--- config.mk ---
export PLATFORM = sky130hd
export DESIGN_NAME = conv_load_sequencer
export DESIGN_NICKNAME = d
export VERILOG_FILES = /design/src/rtl/conv_load_sequencer.sv
export SDC_FILE = /design/constraint.sdc
export NUM_CORES = 1
export LEC_CHECK = 0
export BUFFER_PORTS_ARGS = -buffer_cell sky130_fd_sc_hd__buf_2
export CORE_AREA = 2 2 468 470
export CTS_CLUSTER_SIZE = 8
export DETAILED_ROUTE_END_ITERATION = 12
export DIE_AREA = 0 0 470 472
export GPL_ROUTABILITY_DRIVEN = 0
export PLACE_DENSITY = 0.3
export SYNTH_ARGS = -nofsm -noshare
export SYNTH_HDL_FRONTEND = slang
export SYNTH_SLANG_ARGS = --single-unit
export TNS_END_PERCENT = 30
--- constraint.sdc ---
create_clock -name clk -period 13.9 [get_ports clk]
set_input_delay 0.695 -clock clk [delete_from_list [all_inputs] [get_ports clk]]
set_output_delay 0.695 -clock clk [all_outputs]
set_load 0.01 [all_outputs]
--- src/rtl/conv_load_sequencer.sv ---
// Feeds the convolution compute stage: fetches a weight region, then an input-data region,
// writes returned lines into the cacheline buffers and launches the compute stage.
module conv_load_sequencer #(
    parameter int BUFFER_DEPTH    = 256,
    parameter int START_THRESHOLD = 12,
    parameter int MAX_OUTSTANDING = 8,
    parameter int ADDR_W          = 42
) (
    input  logic              clk,
    input  logic              resetb,
    input  logic              cfg_go,
    input  logic [ADDR_W-1:0] cfg_weight_base,
    input  logic [ADDR_W-1:0] cfg_data_base,
    input  logic [8:0]        cfg_num_weight_cl,
    input  logic [8:0]        cfg_num_data_cl,
    output logic              req_valid,
    output logic [ADDR_W-1:0] req_addr,
    input  logic              req_ready,
    input  logic              rsp_valid,
    input  logic [511:0]      rsp_data,
    output logic              wr_valid,
    output logic [7:0]        wr_addr,
    output logic [511:0]      wr_data,
    output logic              buffer_select,
    output logic              conv_start,
    input  logic              conv_done,
    output logic              busy,
    output logic              err_cfg
);

    typedef enum logic [1:0] {IDLE, FETCH, WAIT_CONV} state_t;

    // One extra bit over the 9-bit counts so a full 256+256 job can count up to 512.
    localparam int CNT_W = 10;
    localparam int OUT_W = $clog2(MAX_OUTSTANDING + 1);

    state_t            state_q, state_d;
    logic [8:0]        num_w_q, num_w_d;
    logic [8:0]        num_d_q, num_d_d;
    logic [ADDR_W-1:0] wbase_q, wbase_d;
    logic [ADDR_W-1:0] dbase_q, dbase_d;
    logic [CNT_W-1:0]  req_cnt_q, req_cnt_d;
    logic [CNT_W-1:0]  rsp_cnt_q, rsp_cnt_d;
    logic [OUT_W-1:0]  outst_q, outst_d;
    logic              fired_q, fired_d;
    logic              wr_valid_q, wr_valid_d;
    logic [7:0]        wr_addr_q, wr_addr_d;
    logic [511:0]      wr_data_q, wr_data_d;
    logic              sel_q, sel_d;
    logic              conv_start_q, conv_start_d;
    logic              err_q, err_d;

    logic [CNT_W-1:0]  num_w_ext;
    logic [CNT_W-1:0]  total;
    logic [8:0]        thr_m1;
    logic              req_fire;
    logic              rsp_take;
    logic              cfg_bad;

    always_comb begin : derive
        num_w_ext = CNT_W'(num_w_q);
        total     = num_w_ext + CNT_W'(num_d_q);
        req_valid = (state_q == FETCH) && (req_cnt_q < total)
                    && (outst_q < OUT_W'(MAX_OUTSTANDING));
        req_addr  = '0;
        if (req_valid) begin
            if (req_cnt_q < num_w_ext) begin
                req_addr = wbase_q + ADDR_W'(req_cnt_q);
            end else begin
                req_addr = dbase_q + ADDR_W'(req_cnt_q - num_w_ext);
            end
        end
        req_fire = req_valid && req_ready;
        rsp_take = (state_q == FETCH) && rsp_valid;
        // Index of the data line whose write releases the compute stage.
        thr_m1   = (num_d_q < 9'(START_THRESHOLD)) ? (num_d_q - 9'd1)
                                                   : 9'(START_THRESHOLD - 1);
        cfg_bad  = (cfg_num_weight_cl == 9'd0) || (cfg_num_weight_cl > 9'(BUFFER_DEPTH))
                || (cfg_num_data_cl == 9'd0) || (cfg_num_data_cl > 9'(BUFFER_DEPTH));
    end

    always_comb begin : next_state
        state_d      = state_q;
        num_w_d      = num_w_q;
        num_d_d      = num_d_q;
        wbase_d      = wbase_q;
        dbase_d      = dbase_q;
        req_cnt_d    = req_cnt_q;
        rsp_cnt_d    = rsp_cnt_q;
        outst_d      = outst_q;
        fired_d      = fired_q;
        wr_valid_d   = 1'b0;
        wr_addr_d    = wr_addr_q;
        wr_data_d    = wr_data_q;
        sel_d        = sel_q;
        conv_start_d = 1'b0;
        err_d        = 1'b0;

        case (state_q)
            IDLE: begin
                if (cfg_go) begin
                    if (cfg_bad) begin
                        err_d = 1'b1;
                    end else begin
                        num_w_d   = cfg_num_weight_cl;
                        num_d_d   = cfg_num_data_cl;
                        wbase_d   = cfg_weight_base;
                        dbase_d   = cfg_data_base;
                        req_cnt_d = '0;
                        rsp_cnt_d = '0;
                        outst_d   = '0;
                        fired_d   = 1'b0;
                        state_d   = FETCH;
                    end
                end
            end

            FETCH: begin
                if (req_fire) begin
                    req_cnt_d = req_cnt_q + CNT_W'(1);
                end
                if (req_fire && !rsp_take) begin
                    outst_d = outst_q + OUT_W'(1);
                end else if (!req_fire && rsp_take) begin
                    outst_d = outst_q - OUT_W'(1);
                end

                if (rsp_take) begin
                    wr_valid_d = 1'b1;
                    wr_data_d  = rsp_data;
                    rsp_cnt_d  = rsp_cnt_q + CNT_W'(1);
                    // Data-line addresses are below 256, so the low byte of the difference is exact.
                    if (rsp_cnt_q < num_w_ext) begin
                        sel_d     = 1'b1;
                        wr_addr_d = rsp_cnt_q[7:0];
                    end else begin
                        sel_d     = 1'b0;
                        wr_addr_d = rsp_cnt_q[7:0] - num_w_q[7:0];
                    end
                end

                if (wr_valid_q && !sel_q && !fired_q && ({1'b0, wr_addr_q} == thr_m1)) begin
                    conv_start_d = 1'b1;
                    fired_d      = 1'b1;
                end

                if ((rsp_cnt_q == total) && !wr_valid_q) begin
                    state_d = WAIT_CONV;
                end
            end

            WAIT_CONV: begin
                if (conv_done) begin
                    state_d = IDLE;
                end
            end

            default: state_d = IDLE;
        endcase
    end

    always_ff @(posedge clk) begin : ctrl_regs
        if (!resetb) begin
            state_q      <= IDLE;
            req_cnt_q    <= '0;
            rsp_cnt_q    <= '0;
            outst_q      <= '0;
            fired_q      <= 1'b0;
            wr_valid_q   <= 1'b0;
            wr_addr_q    <= '0;
            wr_data_q    <= '0;
            sel_q        <= 1'b0;
            conv_start_q <= 1'b0;
            err_q        <= 1'b0;
        end else begin
            state_q      <= state_d;
            req_cnt_q    <= req_cnt_d;
            rsp_cnt_q    <= rsp_cnt_d;
            outst_q      <= outst_d;
            fired_q      <= fired_d;
            wr_valid_q   <= wr_valid_d;
            wr_addr_q    <= wr_addr_d;
            wr_data_q    <= wr_data_d;
            sel_q        <= sel_d;
            conv_start_q <= conv_start_d;
            err_q        <= err_d;
        end
    end

    // Job configuration is only consumed in FETCH, which always follows a fresh latch.
    always_ff @(posedge clk) begin : cfg_regs
        num_w_q <= num_w_d;
        num_d_q <= num_d_d;
        wbase_q <= wbase_d;
        dbase_q <= dbase_d;
    end

    assign wr_valid      = wr_valid_q;
    assign wr_addr       = wr_addr_q;
    assign wr_data       = wr_data_q;
    assign buffer_select = sel_q;
    assign conv_start    = conv_start_q;
    assign err_cfg       = err_q;
    assign busy          = (state_q != IDLE);

    a_outst_bound: assert property (@(posedge clk) disable iff (!resetb)
        outst_q <= OUT_W'(MAX_OUTSTANDING));

    a_req_hold: assert property (@(posedge clk) disable iff (!resetb)
        (req_valid && !req_ready) |=> (req_valid && $stable(req_addr)));

    a_start_pulse: assert property (@(posedge clk) disable iff (!resetb)
        conv_start |=> !conv_start);

endmodule

==> summary.txt <==
GRT
  – Overall Global Routing Usage: 14.6%
  – GR Util met2: 26.4%
  – Met1 Usage GRT: 16.2%
  – Wire length of the first global-routing pass: 230,000 microns
  – Most heavily used metal layer in global routing: met2
  – Initial antenna violation count: approximately 150
  – Pin count of the biggest net entering global routing: 200
  – Residual overflow from global routing: 0
  – Global Route met3 Usage: between 5 and 6%
  – Vias in the first global route: 27,400

Worst setup path
  – Critical path data required time: approximately 13,000 ps
  – Worst path max stage delay: roughly 470 ps
  – Master of the slowest instance on the critical path: sky130_fd_sc_hd__ha_1
  – Critical Path, Cell by Cell: ha_1 -> fa_1 -> nor2b_1 -> o21ai_0 -> a21boi_0 -> o211ai_1 -> a21boi_0 -> o21ai_0 -> and2_1 -> buf_4 -> ha_1 -> nand2_1 -> o21bai_4 -> a2111oi_4 -> o31ai_1 -> a21o_1 -> o31a_1 -> o21ai_1 -> o211ai_1 -> o41ai_2 -> nor3_1 -> buf_2
  – Worst setup path category: reg2out
  – Launch instance of the worst register-to-register path: num_w_q[1]
  – Buf+Inv Stages, Crit Path: 2
  – Capturing element type of the critical path: output pin
  – Arrival time worst endpoint: 6500 ps
  – Worst Setup SP: num_w_q[0]
  – Category of cells accounting for the largest share of critical-path delay: compound AO/OA/AOI/OAI gates
  – Critical path fanouts, max: 31
  – Crit start category: flip-flop

Floorplan
  – Overall die width: 470 microns
  – # IOs: 1,188
  – Effective utilization at floorplan: 13.3%
  – Total die area: 222,000 sq um
  – Standard cell core area: ~220,000 sq um
  – Row Count: 171
  – Height of the chip: between 400 and 500 microns

STA
  – Worst-Margin Slew: 1160 ps
  – Worst slew margin: 22.5%
  – Max frequency: 0.139 GHz
  – Pins Over Slew Limit: 0
  – Minimum hold slack: 118 ps
  – Final clock period utilization by the worst path: between 50% and 60%
  – Final min period: 7200 ps
  – Unrepaired setup endpoints after global routing: false
  – Final setup TNS: 0 ps
  – Final-report setup violation count: 0
  – Skew final: 36.1 ps
  – Endpoints failing hold: 0

Logic synthesis
  – Fraction of synthesized cell area taken by the top area cell type: 38.3%
  – Cell types occupying the most area after synthesis: sky130_fd_sc_hd__dfxtp_1, sky130_fd_sc_hd__nand2_1, sky130_fd_sc_hd__a21boi_0
  – Post-synth design cell area: 28,800 sq um
  – Seq cells post-synth: 653
  – Synth Flop Type: sky130_fd_sc_hd__dfxtp_1
  – Number of unique standard cell types used by synthesis: 69
  – Net Count, Synth: 4,021
  – Per-instance average area after synthesis: slightly below 9 sq um
  – Area leader, netlist: sky130_fd_sc_hd__dfxtp_1
  – Number of synthesis warnings: 0
  – Async set-reset flop share out of synthesis: 0%
  – Sequential element share of the synthesized area: 48.9%
  – Cell count after synthesis: 3,302
  – Post-synth EDFFs: 102

Final layout
  – Commonest non-fill, non-tap cell in the layout: sky130_fd_sc_hd__buf_2
  – Layout cells sized above 1: 30.2%
  – Area growth from synthesis to layout: 41.8%
  – Fin nets: about 5,100
  – Most frequent cells in the layout: sky130_fd_sc_hd__buf_2, sky130_fd_sc_hd__nand2_1, sky130_fd_sc_hd__dfxtp_1

Routing
  – Wire length per cell after detailed routing: approximately 23 microns
  – Detailed Routing Iterations Pass 1: 5
  – Final Routed Wirelength: 169,000 microns
  – DRC violations left: 0
  – Total via count after detailed routing: around 28,000
  – Routed Antenna Nets: 0
  – DRC violation total after the first TritonRoute iteration: about 1,400
  – Detail-routed via count per cell: between 3 and 4

Pwr
  – Net switching power: 1.25 mW
  – Pwr per Cell Area: 116 nW/um^2
  – Worst IR drop on VDD: slightly above 0.08 mV
  – Part of the total power dissipated in combinational logic: 8.4%
  – Internal Pwr Total: 3.47 mW
  – Leak Pwr: 16.8 nW
  – Proportion of power drawn by the clock network: between 40% and 50%
  – Sw frac: between 20% and 30%
  – Sequential cell fraction of total power: 42.2%

CTS
  – CTS Buf Count: roughly 100
  – Cell chosen for the clock root: sky130_fd_sc_hd__clkbuf_16
  – Count of buffers added by post-CTS timing repair for setup: 0
  – Hold buffer count at CTS: 0
  – TritonCTS clock tree: yes
  – Total clock sinks: 653
  – Cts repair resizes: 0
  – Total number of H-tree levels: 3
  – Clk buf depth: 3
  – Clock slew at reported path FFs: 50 ps
  – Clock latency reported for the late side of the worst-skew pair: 750 ps

Run status
  – Outcome: finished, final reports clean

Min path
  – Worst Hold Class: in2reg
  – Startpoint of the worst hold path: cfg_weight_base[22]

Place
  – HPWL after detailed placement: 134,000 microns
  – Count of buffers inserted at the top-level ports: ~1,200

Flow run
  – # Max-Cap Violations: 0
==> area by class of cell <==
type	count	area, sq um
antenna	46	115
clock inverter	18	270
timing repair buffer	1209	6180
clock buffer	126	2610
sequential	653	14100
inverter	45	171
tap	2854	3570
fill	24600	176000
multi-input combinational	2409	13800
==> cells in the mapped netlist, types with 5 or more instances <==
cell and instances:
sky130_fd_sc_hd__o211ai_1 8, sky130_fd_sc_hd__mux2i_1 8, sky130_fd_sc_hd__nand3_1 31, sky130_fd_sc_hd__nand2b_1 12, sky130_fd_sc_hd__clkbuf_1 187, sky130_fd_sc_hd__o21ai_0 54
sky130_fd_sc_hd__xnor2_1 59, sky130_fd_sc_hd__nor2_1 87, sky130_fd_sc_hd__a21o_1 25, sky130_fd_sc_hd__dfxtp_1 551, sky130_fd_sc_hd__buf_1 8, sky130_fd_sc_hd__o21bai_1 10
sky130_fd_sc_hd__o22ai_1 12, sky130_fd_sc_hd__a211oi_1 25, sky130_fd_sc_hd__o211a_1 8, sky130_fd_sc_hd__nand2_1 1119, sky130_fd_sc_hd__inv_1 44, sky130_fd_sc_hd__nor4_1 9
sky130_fd_sc_hd__nor3_1 19, sky130_fd_sc_hd__o21a_1 13, sky130_fd_sc_hd__fa_1 6, sky130_fd_sc_hd__and3_1 15, sky130_fd_sc_hd__or3_1 11, sky130_fd_sc_hd__o31a_1 5
sky130_fd_sc_hd__edfxtp_1 102, sky130_fd_sc_hd__xor2_1 54, sky130_fd_sc_hd__o31ai_1 7, sky130_fd_sc_hd__nand4_1 23, sky130_fd_sc_hd__ha_1 93, sky130_fd_sc_hd__a21oi_1 83
sky130_fd_sc_hd__and2_1 11, sky130_fd_sc_hd__nor2b_1 16, sky130_fd_sc_hd__and4_1 5, sky130_fd_sc_hd__a21boi_0 522
==> metrics by stage <==
step	total power, mW	setup WS [ps]	std cells	util, %	area [sq um]
2_1_floorplan	2.21	8260	3302	-	28800
3_3_place_gp	2.44	7470	7170	17.5	37800
3_5_place_dp	2.44	7480	7170	17.5	37800
4_1_cts	4.85	6540	7314	18.8	40700
5_1_grt	4.95	6120	7327	18.8	40700
6_report	4.73	6700	7360	18.9	40800
==> kinds of logic (layout without fill, tap and decap cells) <==
kind of cell / Yosys count / after routing / share of synthesized area [%]
flops: 653 / 653 / 48.9
buf+inv: 240 / 1398 / 3.13
mux: 8 / 8 / 0.278
compound gates: 814 / 814 / 20.4
fa+ha+maj: 99 / 99 / 4.46
simple gates: 1375 / 1375 / 19.3
other cells: 0 / 46 / 0
xor+xnor: 113 / 113 / 3.44
==> path summary, 6_finish.rpt <==
check / endpoint / slack (ps) / depth (start not counted)
hold / removal: wbase_q[22] / 120 / 1
setup / recovery: req_addr[41] / 6700 / 22
hold reg to reg: fired_q / 440 / 1
setup reg to reg: outst_q[3] / 8820 / 21
==> layer usage <==
layer | routed length, microns | part of all wire, %
met1 | 64100 | 38
met4 | 4640 | 2.7
met3 | 14200 | 8.4
met2 | 85700 | 51
met5 | 548 | 0.32
==> power by group through the flow <==
stage          logic (mW)  clock network (mW)  registers, mW
4_1_cts             0.408                2.45           1.99
5_1_grt             0.436                2.51           2.00
6_report            0.396                2.34           1.99
3_3_place_gp        0.407                   0           2.03
2_1_floorplan       0.163                   0           2.04
3_5_place_dp        0.406                   0           2.03
==> registers in the layout (all words and copies together), names as in the netlist <==
name           cells
buffer_select      1
conv_start         1
dbase_q           42
err_cfg            1
fired_q            1
num_d_q            9
num_w_q            9
outst_q            4
req_cnt_q         10
rsp_cnt_q         10
state_q            2
wbase_q           42
wr_addr            8
wr_data          512
wr_valid           1
Power figures use the tool's default switching activity.
